**src/rtl/freq_meter_pkg.sv**
```systemverilog
// Shared types and default parameters for the freq_meter period/lock monitor.
package freq_meter_pkg;

    localparam int unsigned DEF_CNT_W       = 16;
    localparam int unsigned DEF_SYNC_STAGES = 2;
    localparam int unsigned DEF_LOCK_COUNT  = 4;
    localparam int unsigned DEF_TOL         = 1;

    typedef enum logic [1:0] {
        IDLE    = 2'd0,
        ARM     = 2'd1,
        MEASURE = 2'd2,
        LOCKED  = 2'd3
    } state_e;

endpackage

```
**src/rtl/freq_meter_sync.sv**
```systemverilog
// Input capture and rising-edge detect for freq_meter.
// FREQ_METER_SYNC_EN selects a SYNC_STAGES-deep synchronizer instead of a single capture flop.
module freq_meter_sync
    import freq_meter_pkg::*;
#(
    parameter int unsigned SYNC_STAGES = DEF_SYNC_STAGES
) (
    input  logic clk,
    input  logic rst,
    input  logic in_sig,
    output logic rise_c
);

    if (SYNC_STAGES < 2) begin : g_bad_sync_stages
        $error("freq_meter_sync: SYNC_STAGES must be at least 2");
    end

    logic level;
    logic prev;

`ifdef FREQ_METER_SYNC_EN
    logic [SYNC_STAGES-1:0] chain;

    always_ff @(posedge clk) begin
        if (rst) begin
            chain <= '0;
        end else begin
            chain <= {chain[SYNC_STAGES-2:0], in_sig};
        end
    end

    assign level = chain[SYNC_STAGES-1];
`else
    logic cap;

    always_ff @(posedge clk) begin
        if (rst) begin
            cap <= 1'b0;
        end else begin
            cap <= in_sig;
        end
    end

    assign level = cap;
`endif

    // Previous sample for edge detection
    always_ff @(posedge clk) begin
        if (rst) begin
            prev <= 1'b0;
        end else begin
            prev <= level;
        end
    end

    assign rise_c = level & ~prev;

endmodule

```
**src/rtl/freq_meter.sv**
```systemverilog
// Measures rising-edge-to-rising-edge period of in_sig in clk cycles and tracks lock.
// Define FREQ_METER_SYNC_EN when in_sig is asynchronous to clk.
module freq_meter
    import freq_meter_pkg::*;
#(
    parameter int unsigned CNT_W       = DEF_CNT_W,
    parameter int unsigned SYNC_STAGES = DEF_SYNC_STAGES,
    parameter int unsigned LOCK_COUNT  = DEF_LOCK_COUNT,
    parameter int unsigned TOL         = DEF_TOL
) (
    input  logic             clk,
    input  logic             rst,
    input  logic             en,
    input  logic             in_sig,
    output logic [CNT_W-1:0] period,
    output logic             period_valid,
    output logic             locked,
    output logic             overflow
);

    localparam int unsigned        MATCH_W    = $clog2(LOCK_COUNT + 1);
    localparam logic [CNT_W-1:0]   CNT_LAST   = {{(CNT_W-1){1'b1}}, 1'b0};
    localparam logic [MATCH_W-1:0] MATCH_FULL = MATCH_W'(LOCK_COUNT);
    localparam logic [CNT_W:0]     TOL_W      = (CNT_W+1)'(TOL);

    if (LOCK_COUNT < 1) begin : g_bad_lock_count
        $error("freq_meter: LOCK_COUNT must be at least 1");
    end

    logic rise_c;

    freq_meter_sync #(
        .SYNC_STAGES(SYNC_STAGES)
    ) u_sync (
        .clk    (clk),
        .rst    (rst),
        .in_sig (in_sig),
        .rise_c (rise_c)
    );

    state_e             state_q, state_d;
    logic [CNT_W-1:0]   cnt_q, cnt_d;
    logic [MATCH_W-1:0] match_q, match_d;
    logic               has_prev_q, has_prev_d;
    logic [CNT_W-1:0]   period_d;
    logic               valid_d, locked_d, overflow_d;

    // Candidate period and its distance from the previous one, one bit wider so nothing wraps
    logic [CNT_W:0] new_period_c;
    logic [CNT_W:0] diff_c;
    logic           in_tol_c;

    always_comb begin
        new_period_c = {1'b0, cnt_q} + (CNT_W+1)'(1);
        if (new_period_c >= {1'b0, period}) begin
            diff_c = new_period_c - {1'b0, period};
        end else begin
            diff_c = {1'b0, period} - new_period_c;
        end
        in_tol_c = has_prev_q && (diff_c <= TOL_W);
    end

    always_comb begin
        state_d    = state_q;
        cnt_d      = cnt_q;
        match_d    = match_q;
        has_prev_d = has_prev_q;
        period_d   = period;
        valid_d    = 1'b0;
        locked_d   = locked;
        overflow_d = overflow;

        if (!en) begin
            state_d    = IDLE;
            cnt_d      = '0;
            match_d    = '0;
            has_prev_d = 1'b0;
            locked_d   = 1'b0;
            overflow_d = 1'b0;
        end else begin
            case (state_q)
                IDLE: state_d = ARM;

                ARM: begin
                    cnt_d      = '0;
                    match_d    = '0;
                    has_prev_d = 1'b0;
                    if (rise_c) begin
                        state_d    = MEASURE;
                        overflow_d = 1'b0;
                    end
                end

                MEASURE, LOCKED: begin
                    if (rise_c) begin
                        period_d   = CNT_W'(new_period_c);
                        valid_d    = 1'b1;
                        cnt_d      = '0;
                        has_prev_d = 1'b1;
                        if (in_tol_c) begin
                            match_d = (match_q == MATCH_FULL) ? match_q : match_q + MATCH_W'(1);
                            if (match_d == MATCH_FULL) begin
                                state_d  = LOCKED;
                                locked_d = 1'b1;
                            end
                        end else begin
                            match_d  = '0;
                            locked_d = 1'b0;
                            state_d  = MEASURE;
                        end
                    end else if (cnt_q == CNT_LAST) begin
                        // No edge within MAX cycles: drop lock and re-arm on the next edge
                        overflow_d = 1'b1;
                        locked_d   = 1'b0;
                        match_d    = '0;
                        cnt_d      = '0;
                        state_d    = ARM;
                    end else begin
                        cnt_d = cnt_q + CNT_W'(1);
                    end
                end

                default: state_d = IDLE;
            endcase
        end
    end

    always_ff @(posedge clk) begin
        if (rst) begin
            state_q      <= IDLE;
            cnt_q        <= '0;
            match_q      <= '0;
            has_prev_q   <= 1'b0;
            period       <= '0;
            period_valid <= 1'b0;
            locked       <= 1'b0;
            overflow     <= 1'b0;
        end else begin
            state_q      <= state_d;
            cnt_q        <= cnt_d;
            match_q      <= match_d;
            has_prev_q   <= has_prev_d;
            period       <= period_d;
            period_valid <= valid_d;
            locked       <= locked_d;
            overflow     <= overflow_d;
        end
    end

endmodule

```
**config.mk**
```make
export PLATFORM = sky130hd
export DESIGN_NAME = freq_meter
export DESIGN_NICKNAME = d
export VERILOG_FILES = /design/src/rtl/freq_meter_pkg.sv /design/src/rtl/freq_meter_sync.sv /design/src/rtl/freq_meter.sv
export SDC_FILE = /design/constraint.sdc
export NUM_CORES = 1
export LEC_CHECK = 0
export CAP_MARGIN = 20
export CORE_MARGIN = 3
export CORE_UTILIZATION = 55
export DETAILED_ROUTE_END_ITERATION = 8
export PLACE_DENSITY = 0.76
export RECOVER_POWER = 100
export SLEW_MARGIN = 25
export SYNTH_ARGS = -nofsm -noshare
export SYNTH_HDL_FRONTEND = slang
export SYNTH_SLANG_ARGS = --single-unit
```
**constraint.sdc**
```tcl
create_clock -name clk -period 3.8 [get_ports clk]
set_input_delay 0.38 -clock clk [delete_from_list [all_inputs] [get_ports clk]]
set_output_delay 0.38 -clock clk [all_outputs]
set_load 0.01 [all_outputs]
```
Word-level counts from Yosys, hierarchy flattened
Cells that the tools add are included.
Widths: inputs -> output; s select.

storage, ports and cells
  register bits = 43
  input port bits = 4
  output and inout port bits = 19

cells by class
  $add $sub $neg = 5
  magnitude comparators = 2
  equality and inequality tests = 13
  muxes and demuxes = 26
  bitwise logic cells = 4
  reductions and logical operators = 13

operator list
  kind                   count
  $mux 16                2
  $pmux 16 s2            1
  $add 16x1->17 const B  1
  $ge 17x16->1           1
  $le 17x1->1 const B    1
  $mux 17                1
  $sub 16x17->17         1
  $sub 17x16->17         1
  $add 16x1->16 const B  1
  $eq 16x16->1 const B   1
  $mux 3                 4
  $mux 2                 5
  $mux 1                 9
  $reduce_and 3->1       3
  $ne 2x2->1 const B     4
  $eq 3x3->1 const B     2
  $pmux 2 s3             1
  $pmux 3 s2             1
  $eq 2x2->1 const B     2
  $ne 4x4->1 const B     1
  $pmux 1 s2             2
  $reduce_and 2->1       2
  $reduce_and 4->1       1
  $reduce_bool 2->1      2
  10 further kinds       13

Depth between registers and ports, before layout
  depth in word-level cells = 8
  depth in mapped cells = 18
  mapped depth without buffers = 18

Hierarchy
A second synthesis with hierarchy kept.

second synthesis, totals
  cell total of the unflattened synthesis = 511
  area, all modules = 3,958.8 µm²

modules (own cells, without submodules)
  module           times used  cells each  area an instance (µm²)  sequential area each (µm²)
  freq_meter       1           506         3,897.5                 820.8
  freq_meter_sync  1           5           61.3                    40.0

Worst setup path before layout
No wires, ideal clock.

  kind = register to register
  start point = register cnt_q[2]
  end point = register locked
  setup time = 0.079 ns
  arrival = 3.991 ns
  required time = 3.721 ns
  setup slack = -0.271 ns
  stages on the path, launching flop included = 19
  path buffers = 0
  clock period less this slack = 4.071 ns
  path through = dfxtp_1 > and4_1 > and3_1 > and3_1 > and4_1 > and3_1 > xnor2_1 > inv_1 > ha_1 > nand2_1 > nor3_1 > nand4_1 > o2111ai_4 > or4_1 > o211ai_1 > o31ai_1 > nor4_4 > nand3_1 > a211oi_2

between the ends
  longest elaborated chain between the ends = 7
  elaborated cells on any way between the ends = 13
  those cells by class = add/sub: 3; order compare: 2; eq/ne: 2; mux: 3; reduce/logical: 3

RTL lines
  item                                                                RTL line           source
  start, declared                                                     freq_meter.sv:42   logic [CNT_W-1:0] cnt_q, cnt_d;
  start signal, assigned                                              freq_meter.sv:140  cnt_q <= cnt_d;
  $add 16x1->17 (*)                                                   freq_meter.sv:54   new_period_c = {1'b0, cnt_q} + (CNT_W+1)'(1);
  named net new_period_c[15]                                          freq_meter.sv:49   logic [CNT_W:0] new_period_c;
  $sub 16x17->17, or another cell as far along                        freq_meter.sv:58   diff_c = {1'b0, period} - new_period_c;
  $mux 17 (*)                                                         freq_meter.sv:55   if (new_period_c >= {1'b0, period}) begin
  $le 17x1->1 (*)                                                     freq_meter.sv:60   in_tol_c = has_prev_q && (diff_c <= TOL_W);
  $logic_and 1x1->1 (*)                                               freq_meter.sv:60
  $ne 3x2->1 (no source line) / $mux 1 (equally long branches)        --
  $reduce_and 3->1 (no source line) / $mux 1 (equally long branches)  --
  end signal, assigned                                                freq_meter.sv:145  locked <= locked_d;
  end, declared                                                       freq_meter.sv:17   output logic locked,

The timed path passes the listed nets; every way through them passes the cells marked *.
A chain may end at the register's enable or synchronous reset.

Worst setup path after layout
  start point = register cnt_q[5]
  end point = register match_q[1]

between the ends
  longest elaborated chain between the ends = 8
  elaborated cells on any way between the ends = 13
  those cells by class = add/sub: 3; order compare: 2; eq/ne: 2; mux: 4; reduce/logical: 2

RTL lines
  item                                          RTL line           source
  $add 16x1->17 (*)                             freq_meter.sv:54
  named net new_period_c[15]                    freq_meter.sv:49
  $sub 16x17->17, or another cell as far along  freq_meter.sv:58
  $mux 17 (*)                                   freq_meter.sv:55
  $le 17x1->1 (*)                               freq_meter.sv:60
  $logic_and 1x1->1 (*)                         freq_meter.sv:60
  $mux 3 (*)                                    freq_meter.sv:100  if (in_tol_c) begin
  $mux 3 (*)                                    freq_meter.sv:95   if (rise_c) begin
  $pmux 3 s2 (*)                                freq_meter.sv:81   case (state_q)
  end signal, assigned                          freq_meter.sv:141  match_q <= match_d;
  end, declared                                 freq_meter.sv:43   logic [MATCH_W-1:0] match_q, match_d;

Marks and branches as above.

==> results.yml <==
run_status:
  outcome: "finished, violations left"
  violations: "setup timing"
hold_path:
  hold_path_end: "u_sync.prev$_SDFF_PP0_"
  hold_path_startpoint: "u_sync.cap$_SDFF_PP0_"
  holdPathStages: 1
  hold_class: "reg2reg"
clock_tree:
  numClockSinks: 43
  cts_made_buffers: 5
  cts_tree: "yes"
  cts_root_buf: "clkbuf_8"
  htreeDepth: 2
  cts_max_path_buffers: 2
  clock_latency_ns: 0.31
  clkSlewWorstSetupHoldPaths_ns: 0.09
  hold_buffers: 0
final_layout:
  finalNonFillerCells: 736
  diodes: 0
  area_delta_synth_final_pct: 38.5
  layout-drive-gt1-share_pct: 31.4
  fin_nets: 681
critical_path:
  crit_arrival_ns: 4.18
  slowest_stage: "dfxtp_2"
  startpoint_type: "flip-flop"
  r2r-end: "match_q[1]$_SDFFE_PP0P_"
  cp_data_required_time_ns: 4.04
  worst-setup-path-type: "reg2reg"
  reg2reg_slack_ns: -0.14
  path_cells: "and4_4 -> and3_4 -> and3_4 -> and4_4 -> and3_4 -> xnor2_4 -> inv_2 -> ha_4 -> nand2_4 -> nor3_4 -> nand4_1 -> buf_4 -> o2111ai_4 -> buf_6 -> buf_6 -> o211ai_1 -> o311ai_2 -> nand4_1 -> nor4_4 -> buf_4 -> buf_4 -> a32oi_1 -> nor2_1"
  cp-end-kind: "flip-flop"
  startpoint: "cnt_q[5]$_SDFFE_PP0P_"
  crit_buf_inv: 6
  r2r.worst_path.cells: 23
  timing.rr.start: "cnt_q[5]$_SDFFE_PP0P_"
  critPathMaxStageDelay_ns: 0.34
  critPathMaxFanout: 6
  critical_path.top_delay_family: "simple AND/OR/NAND/NOR gates"
grt:
  grt.total_usage_pct: 30.3
  grt_pass1_vias: 4173
  antenna_found_initial: 0
  grt_pass1_wl_mm: 20.6
  grt_max_degree: 33
  grt_overflow: 0
power_and_ir_drop:
  switching_power_uw: 222
  power_uw: 857
  power_leakage_uw: 0.00231
  powerDensity_mw_per_mm2: 154
  internal_power_uw: 635
  p_seq_share_pct: 53.0
  peakVddDrop_mv: 0.179
  power.share.clock_pct: 37.6
  pwr-share-comb_pct: 9.4
  switching_share_pct: 26.0
detailed_routing:
  drt_iter0_drc: 354
  vias_per_cell: 6.04
  m1WireLength_mm: 5.91
  num_vias: 4448
  routed_wirelength_mm: 13.2
  wl_met3_um: 749
  route.met2.wl_mm: 6.18
  highest_layer: "met4"
  dr.pass1.iters: 5
  ant_nets: 0
  drc: 0
  wl_per_cell_um: 17.9
logic_synthesis:
  synthFlopType: "dfxtp_1"
  synth.distinct_cells: 68
  ys_ff_latch: 43
  async_reset_ff_share_pct: 0
  synth_cells: 524
  synth_area_mm2: 0.00402
  synth-edff-count: 0
  yosysSeqAreaShare_pct: 21.4
  postSynthAreaPerCell_um2: 7.66
  synth_nets: 566
  yosysWarnings: 0
sta:
  fin_crit_ns: 3.94
  worst_slew_pin_slew_ns: 0.986
  max_freq_mhz: 254
  setup_ws_ns: -0.143
  rsz0062_at_grt: "yes"
  setup_viol: 5
  relSlewSlack_pct: 33.8
  finClkSkew_ns: 0.0133
  hold_viol: 0
  fin_crit_sh_pct: 104
  drv_slew: 0
floorplan:
  dieArea_mm2: 0.00836
  initial_utilization_pct: 57.8
  die_y_um: 91.4
  num_rows: 30
  core_area_mm2: 0.00694
  io_pins: 23
  die_w_um: 91.4
placement:
  dp_cells: 708
  port_buffers: 22
  gp_congestion: 0.965
  place_hpwl_mm: 9.78
flow_run:
  cap_violations: 0
[synthesized netlist by cell type, drive strengths merged, types with 2 or more instances]
library cell   n  area (um^2)
o211ai         5         37.5
a211oi        23          183
o311ai         2         17.5
nor4b          2         23.8
a21oi         53          277
a2bb2oi        2         17.5
xnor2         10         87.6
a21o           5         37.5
clkbuf        14         82.6
buf            9         72.6
a22oi         12         90.1
fa             2         40.0
a211o          2         17.5
nand2         38          168
nor2          68          263
ha            36          450
nand4         10         68.8
o31ai          3         32.5
nor4           5         67.6
nand2b        10         62.6
or3            4         25.0
inv           42          158
nand3b         3         22.5
o21a           2         16.3
nand3         17         85.1
o2111ai        3         43.8
a32oi          2         17.5
dfxtp         43          861
nor2b          5         31.3
o21ai         27          135
o31a           3         26.3
a31oi          6         37.5
o211a          2         20.0
and4           3         26.3
nand4b         2         17.5
and3          12         75.1
nor3           7         35.0
o21bai         4         33.8
xor2          14          123
[logic make-up after synthesis]
group | after synthesis | share of synthesized area [%]
XOR/XNOR | 24 | 5.24
AO/OA/AOI/OAI | 162 | 27.9
adder cells (fa/ha/maj) | 38 | 12.2
buffers and inverters | 65 | 7.79
multiplexers | 2 | 0.530
flip-flops | 43 | 21.4
AND/OR/NAND/NOR | 190 | 24.9
[layout by cell type (no fill, tap or decap), types with 6 or more instances in the layout]
master,instances
a21oi_1,42
ha_1,26
ha_4,9
nand2_1,29
xor2_1,11
nand4_1,9
xnor2_1,7
and3_1,7
buf_4,104
clkdlybuf4s50_1,22
dfxtp_1,39
a21oi_2,9
nor2_1,65
nand3_1,16
inv_1,39
nand2b_1,10
a22oi_1,12
clkbuf_8,6
a211oi_1,19
o21ai_0,23
[worst reg2reg max path: stages (launching register included)]
cell	delay [ns]
dfxtp_2	0.34
and4_4	0.23
and3_4	0.19
and3_4	0.18
and4_4	0.23
and3_4	0.22
xnor2_4	0.12
inv_2	0.08
ha_4	0.30
nand2_4	0.06
nor3_4	0.12
nand4_1	0.15
buf_4	0.18
o2111ai_4	0.09
buf_6	0.17
buf_6	0.10
o211ai_1	0.10
o311ai_2	0.10
nand4_1	0.19
nor4_4	0.23
buf_4	0.19
buf_4	0.12
a32oi_1	0.08
nor2_1	0.12
[worst max-delay path by stage]
stage / to / cells past startpoint / slack, ns
floorplan: locked$_SDFFE_PP0P_ / 18 / 0.008
CTS: match_q[2]$_SDFFE_PP0P_ / 21 / 0.001
global route: match_q[1]$_SDFFE_PP0P_ / 23 / -0.35
global placement: match_q[1]$_SDFFE_PP0P_ / 19 / -0.13
finish: match_q[1]$_SDFFE_PP0P_ / 23 / -0.14
detailed placement: locked$_SDFFE_PP0P_ / 19 / -0.30
[sequential cells by signal (all words and copies together) (netlist names)]
signal and count:
period_valid 1, match_q 3, period 16, cnt_q 16, state_q 2, overflow 1, has_prev_q 1, u_sync.prev 1
u_sync.cap 1, locked 1
[power by group through the flow]
stage,Clock [uW],Combinational (uW),Sequential (uW)
2_1_floorplan,0,47.6,465
3_3_place_gp,0,66.6,465
3_5_place_dp,0,68.3,465
4_1_cts,327,75.5,454
5_1_grt,342,85.9,455
6_report,322,80.2,455
[area by class of cell]
type | instances | area [um^2]
timing repair buffer | 131 | 1060
inverter | 42 | 158
clock buffer | 6 | 82.6
fill | 472 | 1390
tap | 96 | 120
multi-input combinational | 416 | 3260
sequential | 43 | 866
clock inverter | 2 | 16.3
[timing repair]
action                                 4_1_cts  5_1_grt
buffers inserted                            12        9
setup endpoints to repair                    5        5
pin swaps                                   30       23
resized for setup                           47       22
endpoints found under the hold margin        0        0
[per-stage QoR]
| step | utilization (%) | setup TNS [ns] | worst slack, ns | area, um^2 | hold slack, ns |
|---|---|---|---|---|---|
| after floorplan | - | 0 | 0.00806 | 4070 | 0.453 |
| after global placement | 70.9 | -0.469 | -0.129 | 4920 | 0.470 |
| after detailed placement | 70.9 | -1.22 | -0.302 | 4920 | 0.491 |
| after CTS | 77.5 | 0 | 0.00142 | 5380 | 0.512 |
| after global routing | 80.1 | -1.60 | -0.347 | 5560 | 0.531 |
| final | 80.1 | -0.586 | -0.143 | 5560 | 0.512 |
[routing by layer]
| layer | vias up | track usage, % |
|---|---|---|
| met5 | - | 0 |
| met4 | 0 | 9.67 |
| met3 | 32 | 4.39 |
| met2 | 163 | 47.7 |
| met1 | 2148 | 42.2 |
| li1 | 2105 | - |
No activity file was read; power rests on OpenSTA's default activity.
